$ cat src/rtl/posit_regime_decode.sv
// posit_regime_decode: second stage of the posit-to-float path.
// Takes a posit word and the regime run length found by the leading-one
// detector. Produces sign, combined scale (k*2^ES + e) and an MSB-aligned
// fraction through a two-stage valid/ready pipeline. There is no skid buffer:
// in_ready is combinational from out_ready.
// Optional build macro POSIT_DEC_STATS_EN adds saturating transfer counters
// (stat_words, stat_nar).
module posit_regime_decode #(
  parameter int N  = 32,
  parameter int ES = 2,
  localparam int S  = $clog2(N),
  localparam int SW = S + ES + 1,
  localparam int F  = N - 3 - ES
) (
  input  logic          clk,
  input  logic          rst_n,
  input  logic          in_valid,
  output logic          in_ready,
  input  logic [N-1:0]  in_posit,
  input  logic [S-1:0]  in_run,
  output logic          out_valid,
  input  logic          out_ready,
  output logic          out_sign,
  output logic [SW-1:0] out_scale,
  output logic [F-1:0]  out_frac,
  output logic          out_zero,
  output logic          out_nar
`ifdef POSIT_DEC_STATS_EN
  ,
  output logic [15:0]   stat_words,
  output logic [15:0]   stat_nar
`endif
);

  localparam int STAGES = 2;
  localparam logic [S:0] ONE = (S+1)'(1);

  // Stage 1 keeps only rem[N-2:2]. The regime always consumes at least
  // one bit and its terminator, so the two lowest rem bits never reach
  // e or frac. That leaves exactly {e, frac}: ES + F = N-3 bits.
  typedef struct packed {
    logic           sign;
    logic           zero;
    logic           nar;
    logic [S:0]     k;
    logic [N-4:0]   rem;
  } s1_t;

  typedef struct packed {
    logic           sign;
    logic           zero;
    logic           nar;
    logic [SW-1:0]  scale;
    logic [F-1:0]   frac;
  } s2_t;

  logic [STAGES:1] vld_pipe_q, vld_pipe_d;
  s1_t             s1_q, s1_d, s1_new;
  s2_t             s2_q, s2_d, s2_new;
  logic            adv1, adv2;

  logic [N-2:0]    body;
  logic [S:0]      run_ext;
  logic [S:0]      sh;
  logic            special;

  // Handshake: a stage may load when it is empty or its successor advances.
  always_comb begin
    adv2     = ~vld_pipe_q[2] | out_ready;
    adv1     = ~vld_pipe_q[1] | adv2;
    in_ready = adv1;
  end

  // Stage-1 decode: take the magnitude, then strip the regime and its terminator.
  always_comb begin
    // Only the low N-1 bits of -posit matter, and they depend only on
    // the low N-1 bits of posit.
    body    = in_posit[N-1] ? (N-1)'(-in_posit[N-2:0]) : in_posit[N-2:0];
    run_ext = {1'b0, in_run};
    sh      = run_ext + ONE;
    s1_new.sign = in_posit[N-1];
    s1_new.zero = ~in_posit[N-1] & (in_posit[N-2:0] == '0);
    s1_new.nar  =  in_posit[N-1] & (in_posit[N-2:0] == '0);
    s1_new.k    = body[N-2] ? (run_ext - ONE) : (-run_ext);
    // Shifting by N-1 or more clears the field, so a regime that fills
    // the whole body gives e = 0 and frac = 0.
    s1_new.rem  = (N-3)'((body << sh) >> 2);
  end

  // Stage-2 decode: scale = (k << ES) + e. Because e < 2^ES, this is just
  // {k, e}. Zero and NaR force the numeric fields to 0.
  always_comb begin
    special       = s1_q.zero | s1_q.nar;
    s2_new.sign   = s1_q.sign;
    s2_new.zero   = s1_q.zero;
    s2_new.nar    = s1_q.nar;
    s2_new.scale  = special ? '0 : {s1_q.k, s1_q.rem[N-4 -: ES]};
    s2_new.frac   = special ? '0 : s1_q.rem[F-1:0];
  end

  // Next state: an advancing stage loads new data; a stalled stage holds.
  always_comb begin
    vld_pipe_d = vld_pipe_q;
    s1_d       = s1_q;
    s2_d       = s2_q;
    if (adv1) begin
      vld_pipe_d[1] = in_valid;
      if (in_valid) s1_d = s1_new;
    end
    if (adv2) begin
      vld_pipe_d[2] = vld_pipe_q[1];
      if (vld_pipe_q[1]) s2_d = s2_new;
    end
  end

  // Pipeline registers. Reset drops any in-flight words.
  always_ff @(posedge clk or negedge rst_n) begin
    if (!rst_n) begin
      vld_pipe_q <= '0;
      s1_q       <= '0;
      s2_q       <= '0;
    end else begin
      vld_pipe_q <= vld_pipe_d;
      s1_q       <= s1_d;
      s2_q       <= s2_d;
    end
  end

  assign out_valid = vld_pipe_q[2];
  assign out_sign  = s2_q.sign;
  assign out_scale = s2_q.scale;
  assign out_frac  = s2_q.frac;
  assign out_zero  = s2_q.zero;
  assign out_nar   = s2_q.nar;

`ifdef POSIT_DEC_STATS_EN
  logic        out_fire;
  logic [15:0] stat_words_q, stat_words_d;
  logic [15:0] stat_nar_q, stat_nar_d;

  // Saturating counters that advance on output transfers.
  always_comb begin
    out_fire     = vld_pipe_q[2] & out_ready;
    stat_words_d = stat_words_q;
    stat_nar_d   = stat_nar_q;
    if (out_fire) begin
      if (stat_words_q != 16'hFFFF) stat_words_d = stat_words_q + 16'd1;
      if (s2_q.nar && (stat_nar_q != 16'hFFFF)) stat_nar_d = stat_nar_q + 16'd1;
    end
  end

  // Counter registers.
  always_ff @(posedge clk or negedge rst_n) begin
    if (!rst_n) begin
      stat_words_q <= '0;
      stat_nar_q   <= '0;
    end else begin
      stat_words_q <= stat_words_d;
      stat_nar_q   <= stat_nar_d;
    end
  end

  assign stat_words = stat_words_q;
  assign stat_nar   = stat_nar_q;
`endif

endmodule

$ cat config.mk
export PLATFORM = sky130hd
export DESIGN_NAME = posit_regime_decode
export DESIGN_NICKNAME = d
export VERILOG_FILES = /design/src/rtl/posit_regime_decode.sv
export SDC_FILE = /design/constraint.sdc
export NUM_CORES = 1
export LEC_CHECK = 0
export ABC_AREA = 1
export BUFFER_PORTS_ARGS = -buffer_cell sky130_fd_sc_hd__buf_2
export CORE_AREA = 2 2 110 112
export DETAILED_ROUTE_END_ITERATION = 7
export DIE_AREA = 0 0 112 114
export PLACE_DENSITY = 0.76
export SLEW_MARGIN = 20
export SYNTH_ARGS = -nofsm -noshare
export SYNTH_HDL_FRONTEND = slang
export SYNTH_SLANG_ARGS = --single-unit
$ cat constraint.sdc
create_clock -name clk -period 1.6 [get_ports clk]
set_input_delay 0.08 -clock clk [delete_from_list [all_inputs] [get_ports clk]]
set_output_delay 0.08 -clock clk [all_outputs]
set_load 0.02 [all_outputs]
==> results of run 1 <==
==> worst max-delay path, delay by kind of cell <==
family | cells | cell delay, ps
fa+ha+maj | 1 | 150
simple gates | 12 | 1230
buf+inv | 3 | 250
==> area by class of cell <==
cell class | instances | area (sq um) | share of cell area, %
Sequential cell | 78 | 1953 | 25.37
Tap cell | 147 | 183.9 | 2.389
Inverter | 59 | 229.0 | 2.974
Multi-Input combinational cell | 753 | 3867 | 50.24
Clock buffer | 14 | 264.0 | 3.429
Clock inverter | 1 | 5.005 | 0.06501
Timing Repair Buffer | 172 | 1196 | 15.54
==> cells in the mapped netlist <==
| master | n | share of area [%] |
|---|---|---|
| a21oi_1 | 13 | 1.1 |
| buf_2 | 22 | 1.8 |
| nand3_2 | 20 | 3.3 |
| nor2_1 | 61 | 3.8 |
| buf_4 | 5 | 0.63 |
| ha_1 | 3 | 0.63 |
| nor2_8 | 1 | 0.33 |
| buf_1 | 2 | 0.13 |
| dfrtp_1 | 78 | 33 |
| o31ai_2 | 2 | 0.42 |
| nand3b_1 | 3 | 0.38 |
| a21oi_2 | 1 | 0.15 |
| clkinv_1 | 3 | 0.19 |
| o22ai_1 | 1 | 0.10 |
| xor2_1 | 9 | 1.3 |
| clkbuf_1 | 16 | 1.0 |
| mux2_2 | 1 | 0.19 |
| nand2_4 | 4 | 0.75 |
| a21o_1 | 7 | 0.88 |
| xor2_2 | 2 | 0.54 |
| inv_1 | 50 | 3.1 |
| o21ai_0 | 63 | 5.3 |
| nor2_2 | 7 | 0.73 |
| nor2_4 | 2 | 0.38 |
| o21ai_1 | 8 | 0.67 |
| a31oi_1 | 1 | 0.10 |
| inv_2 | 6 | 0.38 |
| buf_6 | 1 | 0.19 |
| nand2_2 | 19 | 2.0 |
| nand3_1 | 189 | 16 |
| nand2_1 | 336 | 21 |
==> power by group through the flow <==
stage / logic, mW / clock network, mW / registers, mW
finish: 2.76 / 1.82 / 2.63
global route: 3.07 / 1.94 / 2.68
CTS: 2.69 / 1.85 / 2.63
detailed placement: 2.67 / 0 / 2.66
global placement: 2.64 / 0 / 2.64
floorplan: 1.43 / 0 / 2.93
==> final timing paths <==
path | start | endpoint | slack, ps | cells past startpoint
max in group asynchronous | rst_n | s1_q[23] | 830 | 3
worst max-delay path | in_posit[0] | s1_q[26] | 90 | 16
worst min register to register | s1_q[10] | s1_q[10] | 470 | 1
worst max register to register | vld_pipe_q[1] | s1_q[18] | 100 | 9
min in group asynchronous | rst_n | out_scale[2] | 200 | 2
worst min-delay path | out_ready | vld_pipe_q[1] | 40 | 4
==> repair_timing <==
item / CTS / global route
endpoints found under the setup margin: 3 / 24
hold endpoints to repair: 58 / 0
hold buffers: 1 / 0
gates resized for setup: 2 / 58
pin swaps: 0 / 6
buffers inserted: 0 / 1
==> flip-flops by register name, indices dropped and copies added, names as in the netlist <==
| name | flops |
|---|---|
| out_sign | 1 |
| vld_pipe_q | 2 |
| out_zero | 1 |
| out_nar | 1 |
| out_frac | 27 |
| out_scale | 8 |
| s1_q | 38 |
==> kinds of logic after synthesis <==
logic type / after synthesis / synth area share [%]
buffers and inverters: 105 / 7.480
adders and majority gates: 3 / 0.6269
xor gates and xnor gates: 11 / 1.860
DFF: 78 / 32.60
muxes: 1 / 0.1880
and+or+nand+nor: 642 / 48.58
AOI/OAI and AO/OA: 96 / 8.671
==> metal layers <==
metal	share of wire, %	wire length (um)	global-route usage (%)	vias to the layer above
met2	46	7471	40.97	200
met3	4.5	736	2.657	26
met5	0	0	0	-
met1	47	7676	36.14	2944
li1	-	-	-	3325
met4	2.0	330	7.805	0
==> impl_metrics.py, run 1 <==
metrics = {
    "route": {
        "routed_wl_um": 16210,
        "first_pass_iters": 5,
        "drt_iter0_markers": 410,
        "num_vias": 6495,
        "drc": 0,
        "detail_route.vias_per_cell": 5.306,
        "post_drt_wl_per_cell_um": 13.25,
        "antenna_left": 0,
    },
    "cts": {
        "cts_buffers": 9,
        "cts_tree": "built",
        "cts.root.buffer_cell": "clkbuf_16",
        "clock_path_buffers": 2,
        "path_clk_slew_ps": 50,
        "clock-sinks": 78,
        "h-tree-depth": 3,
        "clock_latency_ps": 330,
    },
    "power_and_ir_drop": {
        "p_per_area_nw_per_um2": 937.6,
        "power_mw": 7.219,
        "intPower_mw": 4.546,
        "p_comb_share_pct": 38.3,
        "ir_drop_uv": 1251,
        "power.share.sequential_pct": 36.5,
        "switching_share_pct": 37.02,
        "power.switching_mw": 2.672,
        "p_leak_nw": 4.089,
        "clkPwrFrac_pct": 25.2,
    },
    "finish": {
        "layout-drive-gt1-share_pct": 27.76,
        "fin_util_pct": 65.74,
        "final_cell_mix": "nand2_1, nand3_1, buf_4, buf_2, dfrtp_1",
        "final.fill_count": 1094,
        "instances_no_fill": 1224,
        "syn2layout_area_growth_pct": 28.56,
        "layout_commonest_cell": "nand2_1",
        "stdcell_area_sq_um": 7699,
        "antenna_cells": 0,
        "nets": 1117,
    },
    "logic_synthesis": {
        "synth-seq-cells": 78,
        "synth_area_sq_um": 5988,
        "syn-instance-count": 936,
        "yosysWarnings": 0,
        "seq_area_frac_synth_pct": 32.60,
        "synth_area_per_cell_sq_um": 6.398,
        "synthesis.nets": 980,
        "synth_cell_types": 31,
    },
    "floorplanning": {
        "start_util_pct": 51.13,
        "fp.dieW_um": 112,
        "die_h_um": 114,
        "rows": 40,
        "die_area_sq_um": 12770,
        "ios": 81,
        "coreArea_sq_um": 11710,
    },
    "sta": {
        "tns_ps": 0,
        "setup_violations": 0,
        "clock_skew_ps": 4.733,
        "min_period_ps": 1510,
        "finalMaxSlewViolations": 0,
        "hold_viol_final": 0,
        "slew-limit-headroom_pct": 75.43,
        "fin_hold_ws_ps": 42.87,
        "fmax_mhz": 662.3,
        "fin_ws_ps": 90.05,
        "worst_pin_slew_ps": 368.0,
        "rsz0062_at_grt": "true",
        "fin_crit_sh_pct": 94.37,
    },
    "global_routing": {
        "grt_overflow": 0,
        "grt_usage_pct": 25.31,
        "grt_antenna_before_repair": 0,
        "grt_max_degree": 45,
        "grt_pass1_wl_um": 26690,
        "first_global_vias": 5704,
    },
    "flow_run": {
        "maxCapViolCount": 0,
    },
    "setup_path": {
        "crit_chain": "buf_2, inv_2, ha_4, nand2_1, nor2_4, nand3_2, nand3_1, nand3_2, nand3_2, nand3_1, nand3_2, nand3_1, nand2_1, clkinv_1, nand2_1, nand2_1",
        "crit_arrival_ps": 1730,
        "crit_type": "input pin to flop",
        "slowest_delay_ps": 150,
        "crit_required_ps": 1820,
        "start_kind": "input pin",
        "endpoint_kind": "flop",
        "crit_fanout": 3,
        "cpMaxStageDelayCell": "ha_4",
    },
    "placement": {
        "post-place-ws_ps": -367.6,
        "placed_cell_area_sq_um": 7176,
        "gp_congestion": 0.9197,
        "dpl.hpwl_um": 12660,
        "dp_cells": 1207,
        "port_buffers": 80,
    },
    "min_path": {
        "min-delay-path-class": "input pin to flop",
    },
    "status": {
        "outcome": "finished clean",
    },
}
(Power assumes the default switching activity.)
==> inputs of run 2 (changes only) <==
Settings changed: CORE_AREA 2 2 110 112 to 2 2 101 122, DIE_AREA 0 0 112 114 to 0 0 103 124.
==> run 2 against run 1 <==
  * Hold slack better by 5.4 ps
  * Worst setup slack better by 8.2 ps
  * Combinational power about the same
  * Count of clock-buffer cells in the layout down 4
  * Cell count up 1.6%
  * Clock power up 8%
  * Flip-flop and latch count unchanged
  * Clock skew about the same
  * Sequential power about the same
  * Non-clock buffer count up 9
  * Design area up 0.52%
  * Sequential share of layout area down 0.13 points
  * Highest routed layer unchanged
==> impl_metrics.py, run 2 (synthesized netlist as in run 1, its figures left out) <==
metrics = {
    "global_routing": {
        "grt_pass1_wl_um": 26590,
        "grt_max_degree": 49,
        "first_global_vias": 5850,
        "grt_antenna_before_repair": 0,
        "grt_overflow": 0,
        "grt_usage_pct": 26.00,
    },
    "power_and_ir_drop": {
        "ir_drop_uv": 674.5,
        "p_leak_nw": 4.103,
        "p_per_area_nw_per_um2": 949.0,
    },
    "floorplanning": {
        "ios": 81,
        "rows": 43,
        "start_util_pct": 52.01,
        "fp.dieW_um": 103,
        "die_h_um": 124,
        "die_area_sq_um": 12770,
        "coreArea_sq_um": 11510,
    },
    "status": {
        "outcome": "finished clean",
    },
    "finish": {
        "final.fill_count": 1102,
        "multi_input_area_sq_um": 3782,
        "syn2layout_area_growth_pct": 29.23,
        "top_register": "s1_q",
        "layout-drive-gt1-share_pct": 27.23,
        "antenna_cells": 0,
        "final_cell_mix": "nand2_1, nand3_1, buf_4, buf_2, dfrtp_1",
        "regArea_sq_um": 1953,
        "fin_util_pct": 67.21,
        "largest_reg_flops": 38,
        "nets": 1126,
        "layout_commonest_cell": "nand2_1",
    },
    "placement": {
        "dpl.hpwl_um": 12730,
        "gp_congestion": 0.9551,
        "port_buffers": 80,
    },
    "cts": {
        "cts.root.buffer_cell": "clkbuf_16",
        "clock_latency_ps": 330,
        "clock-sinks": 78,
        "h-tree-depth": 3,
        "path_clk_slew_ps": 60,
        "cts_buffers": 9,
        "clock_path_buffers": 2,
        "cts_tree": "built",
    },
    "route": {
        "num_vias": 6477,
        "first_pass_iters": 6,
        "post_drt_wl_per_cell_um": 13.03,
        "drt_iter0_markers": 315,
        "detail_route.vias_per_cell": 5.207,
        "antenna_left": 0,
        "routed_wl_um": 16210,
        "drc": 0,
    },
    "sta": {
        "tns_ps": 0,
        "min_period_ps": 1502,
        "clock_skew_ps": 5.069,
        "fmax_mhz": 665.9,
        "finalMaxSlewViolations": 0,
        "hold_viol_final": 0,
        "fin_crit_sh_pct": 93.86,
        "slew-limit-headroom_pct": 78.11,
        "worst_pin_slew_ps": 328.4,
        "rsz0062_at_grt": "true",
        "setup_violations": 0,
    },
    "setup_path": {
        "crit_type": "flop to flop",
        "start_kind": "flop",
        "endpoint_kind": "flop",
        "crit_required_ps": 1810,
        "crit_fanout": 19,
        "crit_arrival_ps": 1720,
    },
    "min_path": {
        "min-delay-path-class": "input pin to flop",
    },
    "flow_run": {
        "maxCapViolCount": 0,
    },
}
==> run 2: cell count changes in the layout (fill, tap and decap cells not counted), sizes merged <==
cell	change
clkinvlp	+3
clkinv	+1
clkbuf	-4
bufinv	+1
buf	+9
==> run 2: where the power goes <==
| group | switching [mW] | internal (mW) |
|---|---|---|
| clock | 0.760 | 1.20 |
| sequential | 0.227 | 2.39 |
| combinational | 1.73 | 1.03 |
| total | 2.72 | 4.63 |
==> run 2: path summary, 6_finish.rpt <==
kind,slack (ps),start,cells past startpoint,endpoint
worst max-delay path,100,vld_pipe_q[1],9,s1_q[18]
worst min-delay path,50,out_ready,4,vld_pipe_q[1]
worst max register to register,100,vld_pipe_q[1],9,s1_q[18]
worst min register to register,480,out_frac[0],2,out_frac[0]
max in group asynchronous,850,rst_n,3,vld_pipe_q[2]
min in group asynchronous,180,rst_n,2,s1_q[33]
==> run 2: timing repair <==
item	4_1_cts	5_1_grt
pin swaps	0	8
resized for setup	3	37
endpoints found under the hold margin	57	0
setup endpoints to repair	9	25
setup buffers	0	2
hold buffers	1	0
gates cloned	0	0
==> run 2: through the flow <==
stage	worst slack (ps)	instances	cell area (sq um)	power, mW	hold slack, ps
2_1_floorplan	9.875	936	6080	4.363	-215.6
3_3_place_gp	-374.3	1225	7273	5.285	-14.20
3_5_place_dp	-408.7	1225	7273	5.340	-15.18
4_1_cts	-13.05	1242	7580	7.329	48.81
5_1_grt	-25.79	1244	7739	7.841	79.87
6_report	98.23	1244	7739	7.344	48.25
==> run 2: worst max-delay path, cell delays in order (launching register included) <==
cell and delay [ps]:
dfrtp_1 400, nand3_4 100, nand2_2 140, a21oi_4 50, inv_2 90, nor2_4 40
inv_2 220, o21ai_0 140, o21ai_1 130, nand2_1 70
==> run 2: metal layers <==
metal  vias up  part of all wire, %  global-route usage (%)
met5         -                    0                       0
met2       198                   48                   44.07
li1       3337                    -                       -
met1      2895                   45                   33.96
met4         0                  3.4                   10.44
met3        47                  4.1                   2.469
==> run 2: area by class of cell <==
| class | count | share of cell area [%] |
|---|---|---|
| clock buffer | 10 | 2.959 |
| clock inverter | 6 | 0.8084 |
| inverter | 59 | 2.926 |
| multi-input combinational | 753 | 48.88 |
| sequential | 78 | 25.24 |
| tap | 157 | 2.538 |
| timing repair buffer | 181 | 16.65 |
==> inputs of run 3 (changes only) <==
Settings changed: CAP_MARGIN set to 20, REMOVE_ABC_BUFFERS set to 1.
==> run 3 against run 2 <==
  * First-iteration DRC count increased by 18%
  * Register-to-register slack about the same
  * Worst setup slack got worse by 25 ps
  * Utilization increased by 0.54 points
==> impl_metrics.py, run 3 (synthesized netlist as in run 1, its figures left out) <==
metrics = {
    "status": {
        "outcome": "finished clean",
    },
    "route": {
        "antenna_left": 0,
        "post_drt_wl_per_cell_um": 13.59,
        "drt_iter0_markers": 372,
        "detail_route.vias_per_cell": 5.284,
        "num_vias": 6547,
        "routed_wl_um": 16840,
        "drc": 0,
        "first_pass_iters": 5,
    },
    "floorplanning": {
        "coreArea_sq_um": 11510,
        "rows": 43,
        "die_area_sq_um": 12770,
        "ios": 81,
        "fp.dieW_um": 103,
        "die_h_um": 124,
        "start_util_pct": 52.01,
    },
    "sta": {
        "tns_ps": 0,
        "clock_skew_ps": 4.326,
        "fin_ws_ps": 72.96,
        "min_period_ps": 1527,
        "fin_crit_sh_pct": 95.44,
        "slew-limit-headroom_pct": 76.79,
        "finalMaxSlewViolations": 0,
        "fmax_mhz": 654.9,
        "fin_hold_ws_ps": 84.46,
        "setup_violations": 0,
        "rsz0062_at_grt": "true",
        "hold_viol_final": 0,
        "worst_pin_slew_ps": 348.1,
    },
    "setup_path": {
        "crit_arrival_ps": 1760,
        "critPathTopFamily": "buffers and inverters",
        "crit_chain": "buf_2, buf_4, ha_1, xor2_2, buf_6, nand3_1, nand3_2, nand3_1, nand2_1, clkinv_1, nand2_1, nand2_1",
        "crit_type": "input pin to flop",
        "endpoint_kind": "flop",
        "start_kind": "input pin",
        "slowest_delay_ps": 330,
        "cpMaxStageDelayCell": "xor2_2",
        "crit_required_ps": 1830,
        "crit_fanout": 14,
        "critPathMostFrequentCell": "nand2_1",
        "path_buf_inv": 4,
    },
    "global_routing": {
        "grt_overflow": 0,
        "grt_pass1_wl_um": 27740,
        "grt_usage_pct": 27.52,
        "first_global_vias": 5914,
        "grt_antenna_before_repair": 0,
        "grt_max_degree": 61,
    },
    "power_and_ir_drop": {
        "p_per_area_nw_per_um2": 986.3,
        "clkPwrFrac_pct": 29.8,
        "power_mw": 7.694,
        "intPower_mw": 4.930,
        "ir_drop_uv": 685.5,
        "p_comb_share_pct": 36.2,
        "p_leak_nw": 4.146,
        "power.share.sequential_pct": 34.0,
        "switching_share_pct": 35.92,
        "power.switching_mw": 2.764,
    },
    "finish": {
        "fin_util_pct": 67.76,
        "layout_commonest_cell": "nand2_1",
        "final_cell_mix": "nand2_1, nand3_1, buf_4, buf_2, dfrtp_1",
        "stdcell_area_sq_um": 7801,
        "layout-drive-gt1-share_pct": 27.63,
        "final.fill_count": 1108,
        "nets": 1121,
        "antenna_cells": 0,
        "largest_reg_flops": 38,
        "top_register": "s1_q",
        "instances_no_fill": 1239,
        "syn2layout_area_growth_pct": 30.28,
    },
    "cts": {
        "cts.root.buffer_cell": "clkbuf_16",
        "cts_buffers": 9,
        "clock_latency_ps": 340,
        "path_clk_slew_ps": 60,
        "cts_tree": "built",
        "clock-sinks": 78,
        "h-tree-depth": 3,
        "clock_path_buffers": 2,
    },
    "placement": {
        "post-place-ws_ps": -360.7,
        "dp_cells": 1221,
        "port_buffers": 80,
        "placed_cell_area_sq_um": 7184,
        "dpl.hpwl_um": 12900,
        "gp_congestion": 0.9919,
    },
    "flow_run": {
        "maxCapViolCount": 0,
    },
    "min_path": {
        "min-delay-path-class": "input pin to flop",
    },
}
-- run 3: cell count changes in the layout (fill, tap and decap cells not counted), sizes merged --
| cell | before | now |
|---|---|---|
| buf | 180 | 175 |
| clkinvlp | 3 | 0 |
| bufinv | 1 | 2 |
| clkbuf | 10 | 12 |
-- run 3: final timing paths --
check | startpoint | end | slack [ps] | depth (start not counted)
max | in_run[0] | s1_q[26] | 70 | 12
min | out_ready | vld_pipe_q[2] | 80 | 4
max reg2reg | vld_pipe_q[1] | s1_q[18] | 100 | 10
min reg2reg | s1_q[12] | s1_q[12] | 480 | 1
max in group asynchronous | rst_n | out_frac[16] | 870 | 3
min in group asynchronous | rst_n | s1_q[35] | 200 | 2
-- run 3: power by group through the flow --
| stage | logic, mW | clock network [mW] | registers [mW] |
|---|---|---|---|
| floorplan | 1.29 | 0 | 2.93 |
| global placement | 2.65 | 0 | 2.63 |
| detailed placement | 2.67 | 0 | 2.64 |
| CTS | 2.71 | 2.31 | 2.62 |
| global route | 3.12 | 2.40 | 2.67 |
| finish | 2.79 | 2.29 | 2.62 |
-- run 3: final cells by class --
class / instances / area (sq um) / share of cell area (%)
clock inverter: 4 / 77.57 / 0.9944
clock buffer: 12 / 266.5 / 3.416
timing repair buffer: 176 / 1255 / 16.09
multi-input combinational: 753 / 3830 / 49.09
inverter: 59 / 224.0 / 2.871
tap: 157 / 196.4 / 2.518
sequential: 78 / 1952 / 25.02
-- run 3: worst min-delay path, delay by kind of cell --
family	cells	cell delay [ps]
and+or+nand+nor	2	170
buffers and inverters	2	110
-- run 3: repair_timing --
item / in CTS / in global routing
hold endpoints to repair: 62 / 0
endpoints found under the setup margin: 5 / 33
pin swaps: 0 / 9
gates resized for setup: 7 / 54
hold buffers: 1 / 0
setup buffers: 0 / 1
-- run 3: layer usage --
| metal | vias to the layer above | GRT usage [%] | share of wire [%] | routed length, um |
|---|---|---|---|---|
| met3 | 35 | 3.816 | 4.1 | 690 |
| met1 | 3006 | 36.05 | 43 | 7269 |
| met4 | 0 | 9.622 | 2.7 | 458 |
| li1 | 3323 | - | - | - |
| met5 | - | 0 | 0 | 0 |
| met2 | 183 | 46.35 | 50 | 8427 |
